$ cat config.mk
export PLATFORM = sky130hd
export DESIGN_NAME = instruction_loader
export DESIGN_NICKNAME = d
export VERILOG_FILES = /design/src/rtl/instruction_loader_pkg.sv /design/src/rtl/instruction_loader_word_packer.sv /design/src/rtl/instruction_loader.sv
export SDC_FILE = /design/constraint.sdc
export NUM_CORES = 1
export LEC_CHECK = 0
export CORE_ASPECT_RATIO = 1.2
export CORE_MARGIN = 8
export CORE_UTILIZATION = 40
export CTS_BUF_LIST = sky130_fd_sc_hd__clkbuf_2 sky130_fd_sc_hd__clkbuf_4 sky130_fd_sc_hd__clkbuf_8
export DETAILED_ROUTE_END_ITERATION = 8
export PLACE_DENSITY = 0.66
export SKIP_CTS_REPAIR_TIMING = 1
export SLEW_MARGIN = 20
export SYNTH_ARGS = -nofsm -noshare
export SYNTH_HDL_FRONTEND = slang
export SYNTH_SLANG_ARGS = --single-unit
$ cat constraint.sdc
create_clock -name CLK -period 2.53 [get_ports CLK]
set_input_delay 0.506 -clock CLK [delete_from_list [all_inputs] [get_ports CLK]]
set_output_delay 0.506 -clock CLK [all_outputs]
set_load 0.01 [all_outputs]
$ cat src/rtl/instruction_loader_pkg.sv
// instruction_loader_pkg: shared state encoding and word geometry for the instruction loader.
package instruction_loader_pkg;
    typedef enum logic [1:0] {
        IDLE    = 2'd0,
        COLLECT = 2'd1,
        WRITE   = 2'd2,
        FINISH  = 2'd3
    } state_t;
    localparam int BYTES_PER_WORD = 4;
endpackage

$ cat src/rtl/instruction_loader_word_packer.sv
// instruction_loader_word_packer: shifts accepted bytes into a big-endian 32-bit word.
module instruction_loader_word_packer
    import instruction_loader_pkg::*;
(
    input  logic        clk,
    input  logic        clear,
    input  logic        accept,
    input  logic [7:0]  byte_in,
    output logic        word_full,
    output logic [31:0] word
);
    logic [23:0] shift_q, shift_d;
    logic [1:0]  cnt_q, cnt_d;
    // word includes the byte being accepted now, so it is complete on the 4th accept
    always_comb begin
        word      = {shift_q, byte_in};
        word_full = accept && (cnt_q == 2'(BYTES_PER_WORD - 1));
        shift_d   = clear ? 24'd0 : accept ? word[23:0] : shift_q;
        cnt_d     = clear ? 2'd0 : accept ? cnt_q + 2'd1 : cnt_q;
    end
    always_ff @(posedge clk) begin
        shift_q <= shift_d;
        cnt_q   <= cnt_d;
    end
endmodule

$ cat src/rtl/instruction_loader.sv
// instruction_loader: packs a byte stream into 32-bit words and writes them to
// instruction memory from address 0, holding the CPU while the image loads.
module instruction_loader
    import instruction_loader_pkg::*;
#(
    parameter int ADDR_W = 10,
    parameter int DEPTH  = 1024
) (
    input  logic              CLK,
    input  logic              RESET,
    input  logic              START,
    input  logic [ADDR_W:0]   LEN,
    input  logic              IN_VALID,
    input  logic [7:0]        IN_DATA,
    output logic              IN_READY,
    output logic              WE,
    output logic [ADDR_W-1:0] ADDRESS,
    output logic [31:0]       DATA,
    output logic              BUSY,
    output logic              DONE,
    output logic              CPU_HOLD
);
    localparam logic [ADDR_W:0] DEPTH_W = (ADDR_W + 1)'(DEPTH);

    state_t            state_q, state_d;
    logic [ADDR_W:0]   len_q, len_d, len_in;
    logic [ADDR_W-1:0] word_cnt_q, word_cnt_d, addr_q, addr_d;
    logic [31:0]       data_q, data_d, word;
    logic              start_acc, accept, word_full, last;

    instruction_loader_word_packer u_packer (
        .clk       (CLK),
        .clear     (RESET || start_acc),
        .accept    (accept),
        .byte_in   (IN_DATA),
        .word_full (word_full),
        .word      (word)
    );

    always_comb begin
        start_acc  = START && (state_q == IDLE || state_q == FINISH);
        accept     = IN_VALID && (state_q == COLLECT);
        len_in     = (LEN > DEPTH_W) ? DEPTH_W : LEN;
        last       = ({1'b0, word_cnt_q} == len_q - 1'b1);
        state_d    = state_q;
        len_d      = len_q;
        word_cnt_d = word_cnt_q;
        addr_d     = addr_q;
        data_d     = data_q;
        if (start_acc) begin
            len_d      = len_in;
            word_cnt_d = '0;
            state_d    = (len_in == '0) ? FINISH : COLLECT;
        end else if (state_q == COLLECT && word_full) begin
            state_d = WRITE;
            addr_d  = word_cnt_q;
            data_d  = word;
        end else if (state_q == WRITE) begin
            state_d    = last ? FINISH : COLLECT;
            word_cnt_d = last ? word_cnt_q : word_cnt_q + 1'b1;
        end
        IN_READY = (state_q == COLLECT);
        WE       = (state_q == WRITE);
        BUSY     = (state_q == COLLECT) || (state_q == WRITE);
        CPU_HOLD = BUSY;
        DONE     = (state_q == FINISH);
        ADDRESS  = addr_q;
        DATA     = data_q;
    end

    always_ff @(posedge CLK) begin
        if (RESET) begin
            state_q    <= IDLE;
            len_q      <= '0;
            word_cnt_q <= '0;
            addr_q     <= '0;
            data_q     <= '0;
        end else begin
            state_q    <= state_d;
            len_q      <= len_d;
            word_cnt_q <= word_cnt_d;
            addr_q     <= addr_d;
            data_q     <= data_d;
        end
    end
endmodule

==> run summary <==
actual slew at the worst max-slew pin = 0.815 ns
HPWL Detailed = 6.60 mm
placed cell area = 4580 um^2
Tot GR Track Use = 14.8%
gr ovfl total = 0
register area = 1820 um^2
Top Ports = 70
Syn Area/Cell = 8.00 um^2
later-pin clock latency in the skew report = 0.36 ns
CP arrival = 2.80 ns
Tot Pwr = 3.19 mW
Mapped Cells = 463
Synth top area share = 49.2%
number of diodes = 0
total CTS buffers = 9
period utilization = 98.9%
clk slew on worst S/H paths = 0.09 ns
post-synthesis cell area = 3700 um^2
Max stage delay on crit path = 0.53 ns
Vias = 3391
cell taking the most area after synthesis = dfxtp_1
top_reg_cell synth = dfxtp_1
WL/cell = 14.4 um
Initial Utilization = 41.0%
Ys Warns = 0
Static Leak = 1.63 nW
number of global-route vias before repair = 3296
pre-CTS setup slack = -0.0271 ns
final instance area = 4880 um^2
fill cell count = 881
number of detailed-route iterations in the first pass = 4
placed cell count = 640
RSZ-0062 raised after global routing = yes
startpoint types = flip-flop
CTS Sinks = 91
Seq/Total Area, Yosys = 49.2%
CTS tree = yes
P per Cell Area = 654 nW/um^2
core area = 9030 um^2
chip width = 104 um
# DRC = 0
Seq cells post-synth = 91
fraction of layout cells with a size suffix above 1 = 10.6%
top cells by area, synth = dfxtp_1, nand2_1, a21oi_1, xnor2_1, clkbuf_1
final hold violations = 0
Port Buffers = 69
CP cell instances = or4_4 -> or3_1 -> and3b_1 -> o21a_2 -> o211a_4 -> or4_4 -> a21oi_2
Period minus WS final = 2.50 ns
antenna violations before repair = 0
Post-Route Skew = 0.0101 ns
Fmax achieved = 0.400 GHz
Most Frequent Cell on Critical Path = or4_4
crit path kind = reg -> reg
Post-synth EDFFs = 0
vias per cell = 5.17
# Max-Cap Violations = 0
antenna-violating nets left = 0
final max-slew violation count = 0
Final setup viols = 0
num rows = 38
WL final = 9.45 mm
outcome = finished, final reports clean
multi-input logic area = 1840 um^2
area delta synth->final = 31.8%
Die Area = 12600 um^2
Root Buffer = clkbuf_8
Critical Path RT = 2.83 ns
Critical-path top delay cell = or4_4
max_slew headroom = 45.6%
routability cong. = 0.788
Clock Path Buffers = 2
die span in y = 121 um
worst hold path class = in -> reg
commonest cells in the synthesized netlist = nand2_1, dfxtp_1, a21oi_1
post-synthesis cell type count = 42
final net count = 562
largest net degree at the start of global routing = 44
Net Count, Synth = 492
H-tree depth = 3
Peak VDD IR = 0.330 mV
post-synthesis async set-or-reset flop share = 0%
count leader, synth = nand2_1
fin cells = 656
first-pass GRT wire length = 15.6 mm
crit path capture type = flip-flop
min setup slack post-route = 0.0282 ns
critical path fanouts, max = 5
Iter 0 DRT Violations = 120
-- stage by stage --
stage | hold WS [ns] | TNS, ns | utilization (%)
3_5_place_dp | 0.446 | -0.0271 | 50.7
3_3_place_gp | 0.438 | 0 | 50.7
2_1_floorplan | 0.432 | 0 | -
6_report | 0.401 | 0 | 54.0
4_1_cts | 0.382 | -0.0552 | 53.0
5_1_grt | 0.390 | -0.170 | 54.0
-- sequential cells by signal, indices dropped and copies added, names as in the netlist --
register / count
DATA: 32
u_packer.shift_q: 24
len_q: 11
ADDRESS: 10
word_cnt_q: 10
state_q: 2
u_packer.cnt_q: 2
-- routing by layer --
metal | routed length [um] | track usage, % | vias up | part of all wire (%)
met5 | 0 | 0 | - | 0
met4 | 176 | 6.17 | 0 | 1.9
met3 | 650 | 4.73 | 15 | 6.9
met2 | 4690 | 25.8 | 92 | 50
met1 | 3930 | 16.5 | 1566 | 42
li1 | - | - | 1718 | -
-- worst max-delay path: cells and delay by family (launching register included) --
family / cells / cell delay (ns)
and+or+nand+nor: 4 / 1.47
AOI/OAI and AO/OA: 3 / 0.63
DFF: 1 / 0.34
-- kinds of logic after synthesis --
family          count (synthesis)  share of synthesized area, %
buf+inv                        37                          3.92
mux                             1                         0.270
xor+xnor                       13                          3.07
fa+ha+maj                       6                          2.03
flops                          91                          49.2
compound gates                111                          16.9
simple gates                  204                          24.7
-- power breakdown --
group	internal, mW	total, mW	switching, mW
sequential	1.47	1.52	0.0438
combinational	0.288	0.635	0.347
clock	0.543	1.04	0.496
-- layout make-up --
cell class / count / area share, %
Sequential cell: 91 / 37.4
Timing Repair Buffer: 88 / 17.2
Clock inverter: 5 / 1.64
Multi-Input combinational cell: 337 / 37.7
Tap cell: 120 / 3.08
Inverter: 6 / 0.461
Clock buffer: 9 / 2.54
-- final timing paths --
path,slack [ns],endpoint,cells past startpoint,start
worst max-delay path,0.03,word_cnt_q[5]$_SDFFE_PP0P_,7,len_q[0]$_SDFFE_PP0P_
worst min-delay path,0.40,len_q[10]$_SDFFE_PP0P_,2,RESET
worst max register to register,0.03,word_cnt_q[5]$_SDFFE_PP0P_,7,len_q[0]$_SDFFE_PP0P_
worst min register to register,0.45,DATA[31]$_SDFFE_PP0P_,2,u_packer.shift_q[23]$_SDFFE_PP0P_
-- layout by cell type, fill, tap and decap left out, types with 2 or more instances in the layout --
master / instances
nand2_1: 146
dfxtp_1: 89
a21oi_1: 79
clkdlybuf4s50_1: 68
buf_4: 18
xnor2_1: 11
o21ai_0: 10
clkbuf_8: 9
nor2_1: 8
or3_1: 7
nand3_1: 6
a22o_1: 6
inv_1: 5
nand4_1: 5
or4_4: 5
ha_1: 5
nand2b_1: 4
nor4_1: 4
nor3b_1: 3
nor3_1: 3
and2_1: 2
and3_1: 2
o21ai_2: 2
o211a_4: 2
o41ai_1: 2
bufinv_16: 2
clkinvlp_4: 2
dfxtp_2: 2
No activity file was read; power rests on OpenSTA's default activity.
==> RTL change (same settings) <==
`addr_q` and `data_q` no longer have a reset.
--- a/src/rtl/instruction_loader.sv
+++ b/src/rtl/instruction_loader.sv
@@ -73,15 +73,16 @@
             state_q    <= IDLE;
             len_q      <= '0;
             word_cnt_q <= '0;
-            addr_q     <= '0;
-            data_q     <= '0;
         end else begin
             state_q    <= state_d;
             len_q      <= len_d;
             word_cnt_q <= word_cnt_d;
-            addr_q     <= addr_d;
-            data_q     <= data_d;
         end
+    end
+
+    always_ff @(posedge CLK) begin
+        addr_q <= addr_d;
+        data_q <= data_d;
     end
 endmodule
 
Check against the original RTL: differs if RESET is asserted again (counterexample within 10 cycles, from zero or initial values and one cycle with RESET high); with RESET held inactive, the same outputs for 10 cycles.
==> RTL change against the original RTL <==
- sequential cell count stayed put
- critical path depth increased by 1
- core utilization decreased by 0.26 points
- total power up 3.4%
- routed wire length is 21% lower
- area after synthesis decreased by 3.0%
- cell area decreased by 2.1%
- via count is 24% lower
- setup slack improved by 0.052 ns
- first-iteration DRC count is 26% lower
- sequential share of layout area up 9.5 points
- largest cell class is now flip-flops and latches
==> RTL change: results <==
set metrics [dict create \
    status "completed" \
    async_reset_ff_frac 0 \
    drtPass1Iterations 5 \
    post-route-min-period_ns 2.45 \
    r2r_slack_ns 0.08 \
    grt_pass1_vias 2638 \
    wl_per_cell_um 14.1 \
    io_buffers 69 \
    seq_area_frac_synth 0.624 \
    fillCellCount 787 \
    htreeDepth 3 \
    hpwl_um 5360 \
    skew_ns 0.00442 \
    antenna_cells 0 \
    final_cells 527 \
    reg2reg_to "state_q[1]$_SDFFE_PP0P_" \
    path_max_fanout 7 \
    critPathKind "flip-flop to flip-flop" \
    syn_nets 352 \
    place.gp.congestion 0.752 \
    crit_family "simple AND/OR/NAND/NOR gates" \
    yosysUniqueCellTypes 41 \
    track_usage 0.126 \
    p_leak_nw 1.65 \
    largest_reg_flops 32 \
    cts-root-buf "clkbuf_8" \
    crit_arrival_ns 2.73 \
    antenna_found_initial 0 \
    crit_path_max_incr_delay_ns 0.57 \
    cts_buffer_depth 2 \
    synth_common_cells "nand2_1, dfxtp_1, edfxtp_1, a21oi_1, nor2_1" \
    ir_worst_vdd_mv 0.317 \
    ys.flop_type "dfxtp_1" \
    via_per_inst 4.92 \
    worstHoldPathType "flip-flop to flip-flop" \
    drive_gt1_frac 0.155 \
    synth_cells 323 \
    grt_pass1_wl_um 12200 \
    synth-edff-count 42 \
    yosys-top-cells-area "edfxtp_1, dfxtp_1, nand2_1" \
    path_clk_slew_ns 0.09 \
    critPathSlowestCell "or4_4" \
    clk_latency_ns 0.35 \
    ys_warn_count 0 \
    drtIter0Drc 89 \
    cts_buffers 9 \
    timing.rr.start "len_q[1]$_SDFFE_PP0P_" \
    fin_nets 431 \
    grt_max_degree 43 \
    worstMarginPinSlew_ns 0.536 \
    dp_cells 509 \
    dp_slack_ns -0.0377 \
    reg2reg_depth 8 \
]
RTL change: changes by cell type in the layout (fill, tap and decap cells not counted), sizes merged, moves of 5 or more:
cell	unedited run	this run
xnor2	12	7
edfxtp	0	42
nand2	146	62
xor2	1	7
dfxtp	91	49
nand3	6	11
a21oi	81	39
RTL change: how the worst min path moves through the flow:
stage | to | from | cells after the start | slack [ns]
2_1_floorplan | ADDRESS[2]$_DFFE_PP_ | word_cnt_q[2]$_SDFFE_PP0P_ | 0 | 0.40
6_report | DATA[25]$_DFFE_PP_ | u_packer.shift_q[17]$_SDFFE_PP0P_ | 0 | 0.43
3_3_place_gp | DATA[28]$_DFFE_PP_ | u_packer.shift_q[20]$_SDFFE_PP0P_ | 0 | 0.42
4_1_cts | DATA[25]$_DFFE_PP_ | u_packer.shift_q[17]$_SDFFE_PP0P_ | 0 | 0.44
3_5_place_dp | DATA[25]$_DFFE_PP_ | u_packer.shift_q[17]$_SDFFE_PP0P_ | 0 | 0.42
5_1_grt | DATA[29]$_DFFE_PP_ | u_packer.shift_q[21]$_SDFFE_PP0P_ | 0 | 0.46
RTL change: metrics by stage:
stage,instance area [sq um],hold WS (ns)
floorplan,3600,0.403
global placement,4470,0.416
detailed placement,4470,0.416
CTS,4690,0.437
global route,4780,0.456
finish,4780,0.435
RTL change: layout make-up:
class	count	share of cell area
inverters	8	0.00628
repair buffers	85	0.175
clock inverters	7	0.0209
well taps	120	0.0314
multi-input cells	207	0.272
flip-flops and latches	91	0.469
clock buffers	9	0.0259
RTL change: cell families (layout without fill, tap and decap cells):
kind of cell             Yosys count  count (layout)  synth area share
AO/OA/AOI/OAI                     68              68             0.128
adder cells (fa/ha/maj)            6               6            0.0209
buffers and inverters             25             109            0.0345
multiplexers                       1               1           0.00313
AND/OR/NAND/NOR                  118             118             0.153
flip-flops                        91              91             0.624
XOR/XNOR                          14              14            0.0362
RTL change: where the power goes:
part	switching [mW]	internal, mW
Combinational	0.326	0.282
Sequential	0.0428	1.57
Clock	0.515	0.563
Total	0.884	2.41
RTL change: layer usage:
layer	up-vias	wire length [um]	global-route usage
li1	1307	-	-
met1	1219	3060	0.137
met2	59	3800	0.223
met3	7	484	0.0330
met4	0	102	0.0534
met5	-	0	0
